`config.mk`:
```
export PLATFORM = sky130hd
export DESIGN_NAME = fifo_param
export DESIGN_NICKNAME = d
export VERILOG_FILES = /design/src/rtl/fifo_param.sv
export SDC_FILE = /design/constraint.sdc
export NUM_CORES = 1
export LEC_CHECK = 0
export BUFFER_PORTS_ARGS = -buffer_cell sky130_fd_sc_hd__clkbuf_2
export CORE_UTILIZATION = 55
export DETAILED_ROUTE_END_ITERATION = 10
export PLACE_DENSITY = 0.73
export SLEW_MARGIN = 5
export SYNTH_ARGS = -nofsm -noshare
export SYNTH_HDL_FRONTEND = slang
export SYNTH_SLANG_ARGS = --single-unit
```
`constraint.sdc`:
```
create_clock -name clk -period 4.35 [get_ports clk]
set_input_delay 0.6525 -clock clk [delete_from_list [all_inputs] [get_ports clk]]
set_output_delay 0.6525 -clock clk [all_outputs]
set_load 0.02 [all_outputs]
```
`src/rtl/fifo_param.sv`:
```
// Parametrised single-clock FIFO: show-ahead read, optional overwrite-when-full,
// almost flags, synchronous flush and registered overflow/underflow pulses.

module fifo_param_checker #(
  parameter int DEPTH = 16,
  parameter int AW    = 4,
  parameter int CW    = 5
) (
  input logic          clk,
  input logic          rst_n,
  input logic          clear,
  input logic [CW-1:0] count,
  input logic [AW-1:0] waddr,
  input logic [AW-1:0] raddr
);

  a_count_max: assert property (@(posedge clk) disable iff (!rst_n)
    int'(count) <= DEPTH);

  a_ptr_range: assert property (@(posedge clk) disable iff (!rst_n)
    (int'(waddr) < DEPTH) && (int'(raddr) < DEPTH));

  // Occupancy must agree with pointer distance; equal pointers mean empty or full.
  a_count_ptrs: assert property (@(posedge clk) disable iff (!rst_n)
    (int'(count) == ((int'(waddr) - int'(raddr) + DEPTH) % DEPTH)) ||
    ((int'(count) == DEPTH) && (waddr == raddr)));

  a_count_step: assert property (@(posedge clk) disable iff (!rst_n)
    $past(clear) || (int'(count) == int'($past(count))) ||
    (int'(count) == int'($past(count)) + 1) || (int'(count) + 1 == int'($past(count))));

  a_waddr_step: assert property (@(posedge clk) disable iff (!rst_n)
    (waddr == $past(waddr)) || (int'(waddr) == 0) || (int'(waddr) == int'($past(waddr)) + 1));

  a_raddr_step: assert property (@(posedge clk) disable iff (!rst_n)
    (raddr == $past(raddr)) || (int'(raddr) == 0) || (int'(raddr) == int'($past(raddr)) + 1));

endmodule

module fifo_param #(
  parameter int  WIDTH     = 8,
  parameter int  DEPTH     = 16,
  parameter bit  OVERWRITE = 1'b1,
  parameter int  AFULL_TH  = DEPTH - 2,
  parameter int  AEMPTY_TH = 2,
  localparam int AW        = ($clog2(DEPTH) > 1) ? $clog2(DEPTH) : 1,
  localparam int CW        = $clog2(DEPTH + 1)
) (
  input  logic             clk,
  input  logic             rst_n,
  input  logic             clear,
  input  logic             wen,
  input  logic [WIDTH-1:0] wdata,
  input  logic             ren,
  output logic [WIDTH-1:0] rdata,
  output logic [CW-1:0]    count,
  output logic             full,
  output logic             empty,
  output logic             almost_full,
  output logic             almost_empty,
  output logic             overflow,
  output logic             underflow
);

  logic [WIDTH-1:0] mem_r [DEPTH];
  logic [AW-1:0]    waddr_r;
  logic [AW-1:0]    raddr_r;
  logic [CW-1:0]    count_r;
  logic             overflow_r;
  logic             underflow_r;
  logic             is_empty_s;
  logic             is_full_s;
  logic             wr_s;
  logic             rd_s;
  logic             ovf_s;
  logic             unf_s;

  // Wrap explicitly so non-power-of-two depths never reach DEPTH.
  function automatic logic [AW-1:0] ptr_inc(input logic [AW-1:0] p);
    if (p == AW'(DEPTH - 1)) begin
      ptr_inc = {AW{1'b0}};
    end else begin
      ptr_inc = p + AW'(1'b1);
    end
  endfunction

  assign is_empty_s = (count_r == {CW{1'b0}});
  assign is_full_s  = (count_r == CW'(DEPTH));

  // Decide which pointer moves this cycle and whether an error event occurs.
  always_comb begin
    wr_s  = 1'b0;
    rd_s  = 1'b0;
    ovf_s = 1'b0;
    unf_s = 1'b0;
    if (clear) begin
      wr_s = 1'b0;
    end else if (is_full_s) begin
      if (wen && !ren) begin
        ovf_s = 1'b1;
        wr_s  = OVERWRITE;
        rd_s  = OVERWRITE;
      end else begin
        wr_s = wen;
        rd_s = ren;
      end
    end else if (is_empty_s) begin
      wr_s  = wen;
      unf_s = ren;
    end else begin
      wr_s = wen;
      rd_s = ren;
    end
  end

  // Pointer and occupancy state.
  always_ff @(posedge clk or negedge rst_n) begin
    if (!rst_n) begin
      waddr_r <= {AW{1'b0}};
      raddr_r <= {AW{1'b0}};
      count_r <= {CW{1'b0}};
    end else if (clear) begin
      waddr_r <= {AW{1'b0}};
      raddr_r <= {AW{1'b0}};
      count_r <= {CW{1'b0}};
    end else begin
      if (wr_s) begin
        waddr_r <= ptr_inc(waddr_r);
      end
      if (rd_s) begin
        raddr_r <= ptr_inc(raddr_r);
      end
      case ({wr_s, rd_s})
        2'b10:   count_r <= count_r + CW'(1'b1);
        2'b01:   count_r <= count_r - CW'(1'b1);
        default: count_r <= count_r;
      endcase
    end
  end

  // Storage array; deliberately not reset.
  always_ff @(posedge clk) begin
    if (wr_s) begin
      mem_r[waddr_r] <= wdata;
    end
  end

  // Error pulses, one cycle after the offending cycle.
  always_ff @(posedge clk or negedge rst_n) begin
    if (!rst_n) begin
      overflow_r  <= 1'b0;
      underflow_r <= 1'b0;
    end else begin
      overflow_r  <= ovf_s;
      underflow_r <= unf_s;
    end
  end

  assign rdata        = mem_r[raddr_r];
  assign count        = count_r;
  assign full         = is_full_s;
  assign empty        = rst_n & is_empty_s;
  assign almost_full  = (int'(count_r) >= AFULL_TH);
  assign almost_empty = rst_n & (int'(count_r) <= AEMPTY_TH);
  assign overflow     = overflow_r;
  assign underflow    = underflow_r;

  fifo_param_checker #(.DEPTH(DEPTH), .AW(AW), .CW(CW)) u_checker (
    .clk   (clk),
    .rst_n (rst_n),
    .clear (clear),
    .count (count_r),
    .waddr (waddr_r),
    .raddr (raddr_r)
  );

endmodule

```
==> results of run 1 <==
==> cell type report <==
class | count | area (µm²)
flip-flops and latches | 143 | 4220
fillers | 779 | 3905
clock buffers | 18 | 417.9
inverters | 4 | 15.01
repair buffers | 34 | 190.2
clock inverters | 13 | 122.6
well taps | 140 | 175.2
multi-input cells | 214 | 1747
==> stage by stage <==
stage | utilization (%) | worst slack [ns] | instance area [µm²]
3_3_place_gp | 58.81 | 1.521 | 6347
6_report | 63.82 | 0.9830 | 6888
3_5_place_dp | 58.81 | 1.480 | 6347
2_1_floorplan | - | 1.792 | 6093
5_1_grt | 63.82 | 0.7201 | 6888
4_1_cts | 63.82 | 0.9316 | 6888
==> critical path: stages (launching register included) <==
cell	delay, ns
dfrtp_2	0.82
buf_12	0.32
mux2_2	0.36
o21ai_0	0.17
a21oi_1	0.08
o21ai_0	0.22
nand2_1	0.08
clkbuf_2	0.15
==> state kept, by name, indices dropped and copies added, names as in the netlist <==
| register | cells |
|---|---|
| underflow | 1 |
| mem_r | 128 |
| waddr_r | 4 |
| count | 5 |
| raddr_r | 4 |
| overflow | 1 |
==> logic make-up (layout without fill, tap and decap cells) <==
logic type               after synthesis  in the layout  synth area share (%)
AO/OA/AOI/OAI                         62             62                 6.715
XOR/XNOR                               7              7                 1.006
adder cells (fa/ha/maj)                7              7                 1.437
buffers and inverters                 27             69                 2.094
flip-flops                           143            143                 69.24
multiplexers                          51             51                 11.83
AND/OR/NAND/NOR                       87             87                 7.680
==> power by group through the flow <==
stage	Clock, mW	Sequential, mW	Combinational (mW)
after floorplan	0	1.61	0.617
after global placement	0	1.67	0.725
after detailed placement	0	1.67	0.738
after CTS	1.33	1.64	0.742
after global routing	1.39	1.65	0.797
final	1.31	1.64	0.739
==> worst max path at each step <==
stage	from	end
finish	raddr_r[0]$_DFFE_PN0P_	rdata[4]
global route	raddr_r[0]$_DFFE_PN0P_	rdata[6]
CTS	raddr_r[0]$_DFFE_PN0P_	rdata[4]
detailed placement	clear	count[4]$_DFFE_PN0P_
global placement	raddr_r[1]$_DFFE_PN0P_	rdata[1]
floorplan	clear	count[4]$_DFFE_PN0P_
==> routing by layer <==
metal / global-route usage [%] / vias up
met3: 5.993 / 27
met1: 29.89 / 1697
met2: 37.42 / 119
met5: 0 / -
li1: - / 1561
met4: 10.18 / 0
==> layout by cell type, fill, tap and decap left out, types with 3 or more instances in the layout <==
cell       count
dfrtp_1       14
ha_1           7
clkinv_2       3
clkinv_1       4
nand2_1       23
and2_1        17
edfxtp_1     128
xor2_1         3
mux4_2        16
o21ai_0       19
nor2_1        15
inv_1          4
a221oi_1       9
a22oi_1        8
mux2i_1       27
nor2b_1        4
nor3b_1        4
nor3_1         4
a21oi_1       16
and3_1         3
xnor2_1        4
nand3_1        6
mux2_2         8
clkbuf_16     16
clkbuf_2      31
==> reports/qor.yml, run 1 <==
outcome: "completed"
rsz0062_at_grt: "no"
ys_types: 42
ir_drop_uv: 373.9
worstSkewPairLatency_ns: 0.51
p_per_area_mw_per_mm2: 535.8
cts_tree: "done"
finalSetupViolations: 0
power_switching_mw: 1.033
timing.fmax_ghz: 0.2970
grt_use_total_pct: 23.20
crit_arrival_ns: 2.71
max_slew_margin_pct: 53.71
clock-sinks: 143
holdWs_ns: 0.06303
grt_pass1_wl_mm: 18.94
portBuffers: 31
dr_wl_met3_um: 733
synth_top_area_share_pct: 63.08
dieArea_mm2: 0.01150
skew_ns: 0.004627
yosysSeqAreaShare_pct: 69.24
setup_tns_ns: 0
cap_violations: 0
synth_area_leader_cell: "edfxtp_1"
start_util_pct: 56.46
diodes: 0
drcViolationCount: 0
vias_per_cell: 6.014
synth_common_cells: "edfxtp_1 (128), mux2i_1 (27), nand2_1 (23), o21ai_0 (19), and2_1 (17)"
root_buffer: "clkbuf_8"
rows: 38
wl_met1_mm: 5.166
dr_total_vias: 3404
p_clk_share_pct: 35.6
yosys.cell_count.top_type: "edfxtp_1"
internal-power_mw: 2.657
fin_crit_sh_pct: 77.40
cp.required_ns: 3.70
end_kind: "output port"
slew_violations: 0
place_congestion: 0.9063
wl_met2_mm: 5.978
drt_iter0_markers: 336
hold_viol_final: 0
r2r-end: "count[4]$_DFFE_PN0P_"
cts_buffers: 17
synth-main-ff-cell: "edfxtp_1"
ys_async_sr_fraction_pct: 10.49
area_growth_pct: 13.04
worstPathMaxFanout: 31
drtAntennaViolNets: 0
die_y_um: 107.3
antenna_found_initial: 0
cts.repair.resized: 0
syn_area_mm2: 0.006093
postSynthAreaPerCell_um2: 15.87
synth_fp_nets: 404
postCtsSetupRepairBufs: 0
final_cells: 566
nets: 434
seqPwrFrac_pct: 44.4
worst_setup_path_start_kind: "flip-flop"
p_comb_share_pct: 20.0
wl_per_cell_um: 21.51
synthTopCellsByArea: "edfxtp_1 (63%), dfrtp_1 (6.2%), mux4_2 (5.9%)"
power_mw: 3.690
ys_warn_count: 0
worstMarginPinSlew_ns: 0.6943
leakagePower_nw: 2.356
coreArea_mm2: 0.01079
synth_edf_count: 128
die_w_um: 107.3
p_sw_share_pct: 28.00
postRouteWirelength_mm: 12.17
ys_seq_elements: 143
hold_class: "in2async"
synthCells: 384
io_pins: 32
clock_path_buffers: 2
dp_hpwl_mm: 7.879
grt_max_degree: 32
holdBufCountCts: 0
drive_above_1_share_pct: 21.83
r2r_start: "count[1]$_DFFE_PN0P_"
grt-ovfl-total: 0
reg2regPathDepth: 9
top_layer: "met4"
htreeDepth: 4
criticalPathCategory: "reg2out"
rrSetupSlack_ns: 1.93
finalCriticalPeriod_ns: 3.367
dp_cells: 535
clk_pin_slew_ns: 0.06
drtPass1Iterations: 4
grt_pass1_vias: 3429
No activity file was read; power rests on OpenSTA's default activity.
==> inputs of run 2 (changes only) <==
--- a/config.mk
+++ b/config.mk
@@ -5,10 +5,11 @@
 export SDC_FILE = /design/constraint.sdc
 export NUM_CORES = 1
 export LEC_CHECK = 0
+export ABC_AREA = 1
 export BUFFER_PORTS_ARGS = -buffer_cell sky130_fd_sc_hd__clkbuf_2
 export CORE_UTILIZATION = 55
 export DETAILED_ROUTE_END_ITERATION = 10
-export PLACE_DENSITY = 0.73
+export PLACE_DENSITY = 0.76
 export SLEW_MARGIN = 5
 export SYNTH_ARGS = -nofsm -noshare
 export SYNTH_HDL_FRONTEND = slang
==> constraint.sdc (replaced) <==
create_clock -name clk -period 3 [get_ports clk]
set_input_delay 0.45 -clock clk [delete_from_list [all_inputs] [get_ports clk]]
set_output_delay 0.45 -clock clk [all_outputs]
set_load 0.02 [all_outputs]
==> reports/qor.yml, run 2 <==
ys_async_sr_fraction_pct: 10.49  # unchanged
area_growth_pct: 15.24
syn_area_mm2: 0.006001  # -1.5%
cp.required_ns: 2.55  # -1.15 ns
dieArea_mm2: 0.01133  # -1.5%
crit_slowest_cell: "dfrtp_1"
yosysSeqAreaShare_pct: 70.31  # +1.1 points
slew_violations: 0  # unchanged
yosys.cell_count.top_type: "edfxtp_1"
root_buffer: "clkbuf_8"
finalSetupViolations: 0  # unchanged
hold_class: "in2reg"
synth_top_area_share_pct: 64.05  # +0.97 points
ir_drop_uv: 583.5  # +56%
leakagePower_nw: 2.539  # +7.8%
drtAntennaViolNets: 0  # unchanged
grt_pass1_wl_mm: 20.34  # +7.4%
dr_total_vias: 4026  # +18%
die_w_um: 106.5  # -0.75%
cts_tree: "done"
drtPass1Iterations: 5  # +1
diodes: 0  # unchanged
dr_wl_met3_mm: 1.032  # +41%
dp_hpwl_mm: 8.268  # +4.9%
worstMarginPinSlew_ns: 0.9093  # +0.2150 ns
vias_per_cell: 5.818  # -3.3%
ys_warn_count: 0  # unchanged
worstPathMaxFanout: 11  # -65%
regArea_mm2: 0.004225  # +0.12%
coreArea_mm2: 0.01046  # -3.1%
rsz0062_at_grt: "no"
synthTopCellsByArea: "edfxtp_1 (64%), nand2_1 (6.7%), dfrtp_1 (6.3%)"
synth_edf_count: 128  # unchanged
crit_arrival_ns: 2.42  # -0.29 ns
nFillCells: 767  # -1.5%
finalCriticalPeriod_ns: 2.867
largest_register: "mem_r"
synth_area_leader_cell: "edfxtp_1"
drt_iter0_markers: 405  # +21%
postSynthAreaPerCell_um2: 12.00  # -24%
synth_fp_nets: 520  # +29%
cap_violations: 0  # unchanged
ys_seq_elements: 143  # unchanged
htreeDepth: 4  # unchanged
drcViolationCount: 0  # unchanged
wl_met1_mm: 5.059  # -2.1%
grt_pass1_vias: 3899  # +14%
timing.fmax_ghz: 0.3488
postRouteWirelength_mm: 13.06  # +7.3%
grt_max_degree: 34  # +6.3%
wl_per_cell_um: 18.87  # -12%
postCtsSetupRepairBufs: 0  # unchanged
end_kind: "output port"
die_y_um: 106.5  # -0.75%
utilization_pct: 66.10  # +2.3 points
dp_cells: 659  # +23%
layout_commonest_cell: "edfxtp_1"
r2r_start: "count[3]$_DFFE_PN0P_"
portBuffers: 31  # unchanged
skew_ns: 0.006645  # +0.002018 ns
synthCells: 500  # +30%
criticalPathCategory: "reg2out"
start_util_pct: 57.35  # +0.90 points
synth_common_cells: "edfxtp_1 (128), nand2_1 (107), nor2_1 (52), o21ai_0 (36), nand3_1 (25)"
worstPathCellList: "clkinv_1, a311oi_1, o21ai_0, nand2_1, clkbuf_2"
cts_buffers: 17  # unchanged
p_per_area_mw_per_mm2: 804.8  # +50%
antenna_found_initial: 0  # unchanged
ys_types: 33  # -21%
rows: 37  # -2.6%
outcome: "completed"
holdWs_ns: 0.09654  # +0.03351 ns
max_slew_margin_pct: 39.16  # -15 points
nets: 563  # +30%
final_cells: 692  # +22%
cp-startpoint: "raddr_r[3]$_DFFE_PN0P_"
hold_viol_final: 0  # unchanged
fin_crit_sh_pct: 95.55
crit_path_max_incr_delay_ns: 0.66  # -0.16 ns
synth-main-ff-cell: "edfxtp_1"
top_layer: "met4"
wl_met2_mm: 6.535  # +9.3%
grt_use_total_pct: 24.87  # +1.7 points
min_from: "ren"
clock-sinks: 143  # unchanged
grt-ovfl-total: 0  # unchanged
largest_register_ffs: 128  # unchanged
clk_pin_slew_ns: 0.06  # about the same
setup_tns_ns: 0  # unchanged
worst_setup_path_start_kind: "flip-flop"
drive_above_1_share_pct: 17.27  # -4.6 points
clock_path_buffers: 2  # unchanged
place_congestion: 0.8641  # -4.7%
final_cell_mix: "edfxtp_1 (128), nand2_1 (107), nor2_1 (52)"
io_pins: 32  # unchanged
worstSkewPairLatency_ns: 0.52  # about the same
multi_input_area_mm2: 0.001590  # -9.0%
run 2: power breakdown:
group / total (mW) / switching, mW / internal, mW / leakage (nW)
clock: 1.98 / 0.798 / 1.18 / 0.263
sequential: 2.34 / 0.117 / 2.23 / 1.35
combinational: 1.24 / 0.860 / 0.384 / 0.924
total: 5.57 / 1.78 / 3.79 / 2.54
run 2: stage by stage:
| step | instance area [µm²] | worst slack [ns] | total power [mW] |
|---|---|---|---|
| floorplan | 6001 | 1.177 | 3.231 |
| CTS | 6899 | 0.06231 | 5.562 |
| global placement | 6327 | 0.6981 | 3.568 |
| detailed placement | 6327 | 0.6327 | 3.602 |
| finish | 6915 | 0.1334 | 5.566 |
| global route | 6915 | 0.01147 | 5.797 |
run 2: final timing paths:
| path | endpoint | slack (ns) | depth (start not counted) |
|---|---|---|---|
| max | rdata[1] | 0.13 | 5 |
| min | overflow$_DFF_PN0_ | 0.1 | 2 |
| max reg2reg | count[4]$_DFFE_PN0P_ | 1.00 | 12 |
| min reg2reg | waddr_r[0]$_DFFE_PN0P_ | 0.61 | 1 |
| max in group asynchronous | raddr_r[0]$_DFFE_PN0P_ | 2.24 | 2 |
| min in group asynchronous | count[4]$_DFFE_PN0P_ | 0.41 | 2 |
run 2: logic make-up after synthesis:
family,Yosys count,share of synthesized area [%]
muxes,1,0.1668
and+or+nand+nor,209,15.45
adders and majority gates,7,1.459
AOI/OAI and AO/OA,90,8.841
buffers and inverters,46,3.190
DFF,143,70.31
xor gates and xnor gates,4,0.5839
run 2: area by class of cell:
type                            instances  share of cell area (%)
Timing Repair Buffer                   45                   3.908
Sequential cell                       143                   61.10
Clock inverter                         14                   2.081
Clock buffer                           18                   6.043
Tap cell                              136                   2.461
Multi-Input combinational cell        311                   23.00
Inverter                               25                   1.411
run 2: per-layer routing:
metal / global-route usage, % / up-vias
li1: - / 1896
met1: 30.60 / 1919
met2: 41.14 / 181
met3: 6.744 / 30
met4: 11.35 / 0
met5: 0 / -
run 2: worst max-delay path: cells and delay by family (launching register included):
| kind | cells | cell delay, ns |
|---|---|---|
| flip-flops | 1 | 0.66 |
| buffers and inverters | 2 | 0.58 |
| AO/OA/AOI/OAI | 2 | 0.55 |
| AND/OR/NAND/NOR | 1 | 0.10 |
run 2: what timing repair did:
item,in CTS,in global routing
setup endpoints to repair,0,8
hold buffers,1,0
endpoints found under the hold margin,15,0
resized for setup,0,6
==> inputs of run 3 (changes only) <==
--- a/config.mk
+++ b/config.mk
@@ -10,6 +10,7 @@
 export CORE_UTILIZATION = 55
 export DETAILED_ROUTE_END_ITERATION = 10
 export PLACE_DENSITY = 0.76
+export RECOVER_POWER = 100
 export SLEW_MARGIN = 5
 export SYNTH_ARGS = -nofsm -noshare
 export SYNTH_HDL_FRONTEND = slang
==> reports/qor.yml, run 3 (synthesis gave the netlist of run 2 again) <==
outcome: "completed"
drt_iter0_markers: 374  # -7.7%
coreArea_mm2: 0.01046  # unchanged
portBuffers: 31  # unchanged
finalSetupViolations: 0  # unchanged
slew_violations: 0  # unchanged
dp_cells: 659  # unchanged
met1_usage_pct: 30.60  # unchanged
min_from: "ren"
dp_slack_ns: 0.6327  # unchanged
final_cell_mix: "edfxtp_1 (128), nand2_1 (110), nor2_1 (53)"
final_cells: 692  # unchanged
ir_drop_uv: 504.5  # -14%
grt_pass1_vias: 3899  # unchanged
start_util_pct: 57.35  # unchanged
worstMarginPinSlew_ns: 0.9102  # +0.0009120 ns
drtAntennaViolNets: 0  # unchanged
r2r-end: "count[4]$_DFFE_PN0P_"
worst_setup_path_start_kind: "flip-flop"
largest_register: "mem_r"
holdWs_ns: 0.09642  # -0.0001183 ns
worstPathMaxFanout: 11  # unchanged
max_slew_margin_pct: 39.10  # -0.061 points
io_pins: 32  # unchanged
skew_ns: 0.006139  # -0.0005063 ns
clk_pin_slew_ns: 0.06  # about the same
seqPwrFrac_pct: 42.6  # +0.5 points
use_met3_pct: 6.744  # unchanged
cts_tree: "done"
dp_hpwl_mm: 8.268  # unchanged
finalCriticalPeriod_ns: 2.880  # +0.01325 ns
drtPass1Iterations: 5  # unchanged
nets: 563  # unchanged
power_switching_mw: 1.740  # -2.0%
drive_above_1_share_pct: 10.97  # -6.3 points
drcViolationCount: 0  # unchanged
clock-sinks: 143  # unchanged
antenna_found_initial: 0  # unchanged
holdPathEnd: "overflow$_DFF_PN0_"
cts_buffers: 17  # unchanged
place_congestion: 0.8641  # unchanged
worst_slack_ns: 0.1201  # -0.01325 ns
criticalPathCategory: "reg2out"
grt-ovfl-total: 0  # unchanged
p_sw_share_pct: 31.69  # -0.21 points
dieArea_mm2: 0.01133  # unchanged
vias_per_cell: 5.893  # +1.3%
cap_violations: 0  # unchanged
dr_total_vias: 4078  # +1.3%
largest_register_ffs: 128  # unchanged
busiest_layer: "met2"
grt_pass1_wl_mm: 20.34  # unchanged
rsz0062_at_grt: "no"
setup_tns_ns: 0  # unchanged
hold-path-cell-count: 2  # unchanged
p_clk_share_pct: 36.0  # +0.5 points
cp.required_ns: 2.55  # about the same
grt_use_total_pct: 24.87  # unchanged
htreeDepth: 4  # unchanged
area_growth_pct: 13.64
root_buffer: "clkbuf_8"
rows: 37  # unchanged
p_comb_share_pct: 21.4  # -0.9 points
p_per_area_mw_per_mm2: 805.1  # about the same
postRouteWirelength_mm: 13.06  # about the same
rrSetupSlack_ns: 0.62  # -0.38 ns
diodes: 0  # unchanged
clock_path_buffers: 2  # unchanged
hold_viol_final: 0  # unchanged
layout_commonest_cell: "edfxtp_1"
internal-power_mw: 3.750  # -1.1%
die_w_um: 106.5  # unchanged
end_kind: "output port"
reg2regPathDepth: 11  # -1
grt_max_degree: 34  # unchanged
hold_class: "in2reg"
fin_crit_sh_pct: 96.00  # +0.44 points
power_mw: 5.490  # -1.4%
use_met2_pct: 41.14  # unchanged
worstSkewPairLatency_ns: 0.53  # about the same
die_y_um: 106.5  # unchanged
timing.fmax_ghz: 0.3472  # -0.46%
leakagePower_nw: 2.431  # -4.3%
wl_per_cell_um: 18.87  # about the same
r2r_start: "count[3]$_DFFE_PN0P_"
crit_arrival_ns: 2.43  # about the same
run 3: cell count changes in the layout (fill, tap and decap cells not counted), sizes merged:
cell    before  now
clkbuf      49   57
buf         13    5
run 3: cell type report:
cell class | instances | area, µm²
Clock buffer | 18 | 417.9
Timing Repair Buffer | 45 | 214.0
Inverter | 25 | 97.59
Tap cell | 136 | 170.2
Multi-Input combinational cell | 311 | 1550
Sequential cell | 143 | 4225
Clock inverter | 14 | 143.9
Fill cell | 795 | 3643
run 3: worst max-delay path by stage:
stage / from / endpoint / slack, ns / cells after the start
6_report: raddr_r[3]$_DFFE_PN0P_ / rdata[1] / 0.12 / 5
4_1_cts: raddr_r[1]$_DFFE_PN0P_ / rdata[5] / 0.06 / 6
3_5_place_dp: raddr_r[1]$_DFFE_PN0P_ / rdata[5] / 0.63 / 6
2_1_floorplan: count[3]$_DFFE_PN0P_ / count[4]$_DFFE_PN0P_ / 1.18 / 12
5_1_grt: raddr_r[0]$_DFFE_PN0P_ / rdata[7] / 0.01 / 8
3_3_place_gp: raddr_r[1]$_DFFE_PN0P_ / rdata[5] / 0.70 / 6
run 3: power by group through the flow:
stage	Combinational, mW	Sequential (mW)	Clock [mW]
floorplan	0.877	2.35	0
global placement	1.19	2.37	0
detailed placement	1.23	2.38	0
CTS	1.23	2.34	1.99
global route	1.30	2.35	2.08
finish	1.17	2.34	1.98
run 3: layer usage:
layer  vias up  wire, µm  part of all wire, %
met5         -         0                    0
met1      1997      5305                   41
met2       160      6529                   50
met4         0       426                  3.3
met3        31       795                  6.1
li1       1890         -                    -
run 3: per-stage QoR:
stage                     util (%)  cell area (µm²)
after floorplan                  -             6001
after global placement       60.48             6327
after detailed placement     60.48             6327
after CTS                    65.94             6899
after global routing         65.18             6819
final                        65.18             6819
run 3: worst max-delay path, stage by stage, from the launching register on:
cell and delay, ns:
dfrtp_1 0.67, clkinv_1 0.42, a311oi_1 0.37, o21ai_0 0.19, nand2_1 0.10, clkbuf_2 0.16
run 3: repair_timing:
item | 4_1_cts | 5_1_grt
gates resized for setup | 0 | 6
setup endpoints to repair | 0 | 8
setup buffers | 0 | 0
endpoints found under the hold margin | 15 | 0
hold buffers | 1 | 0
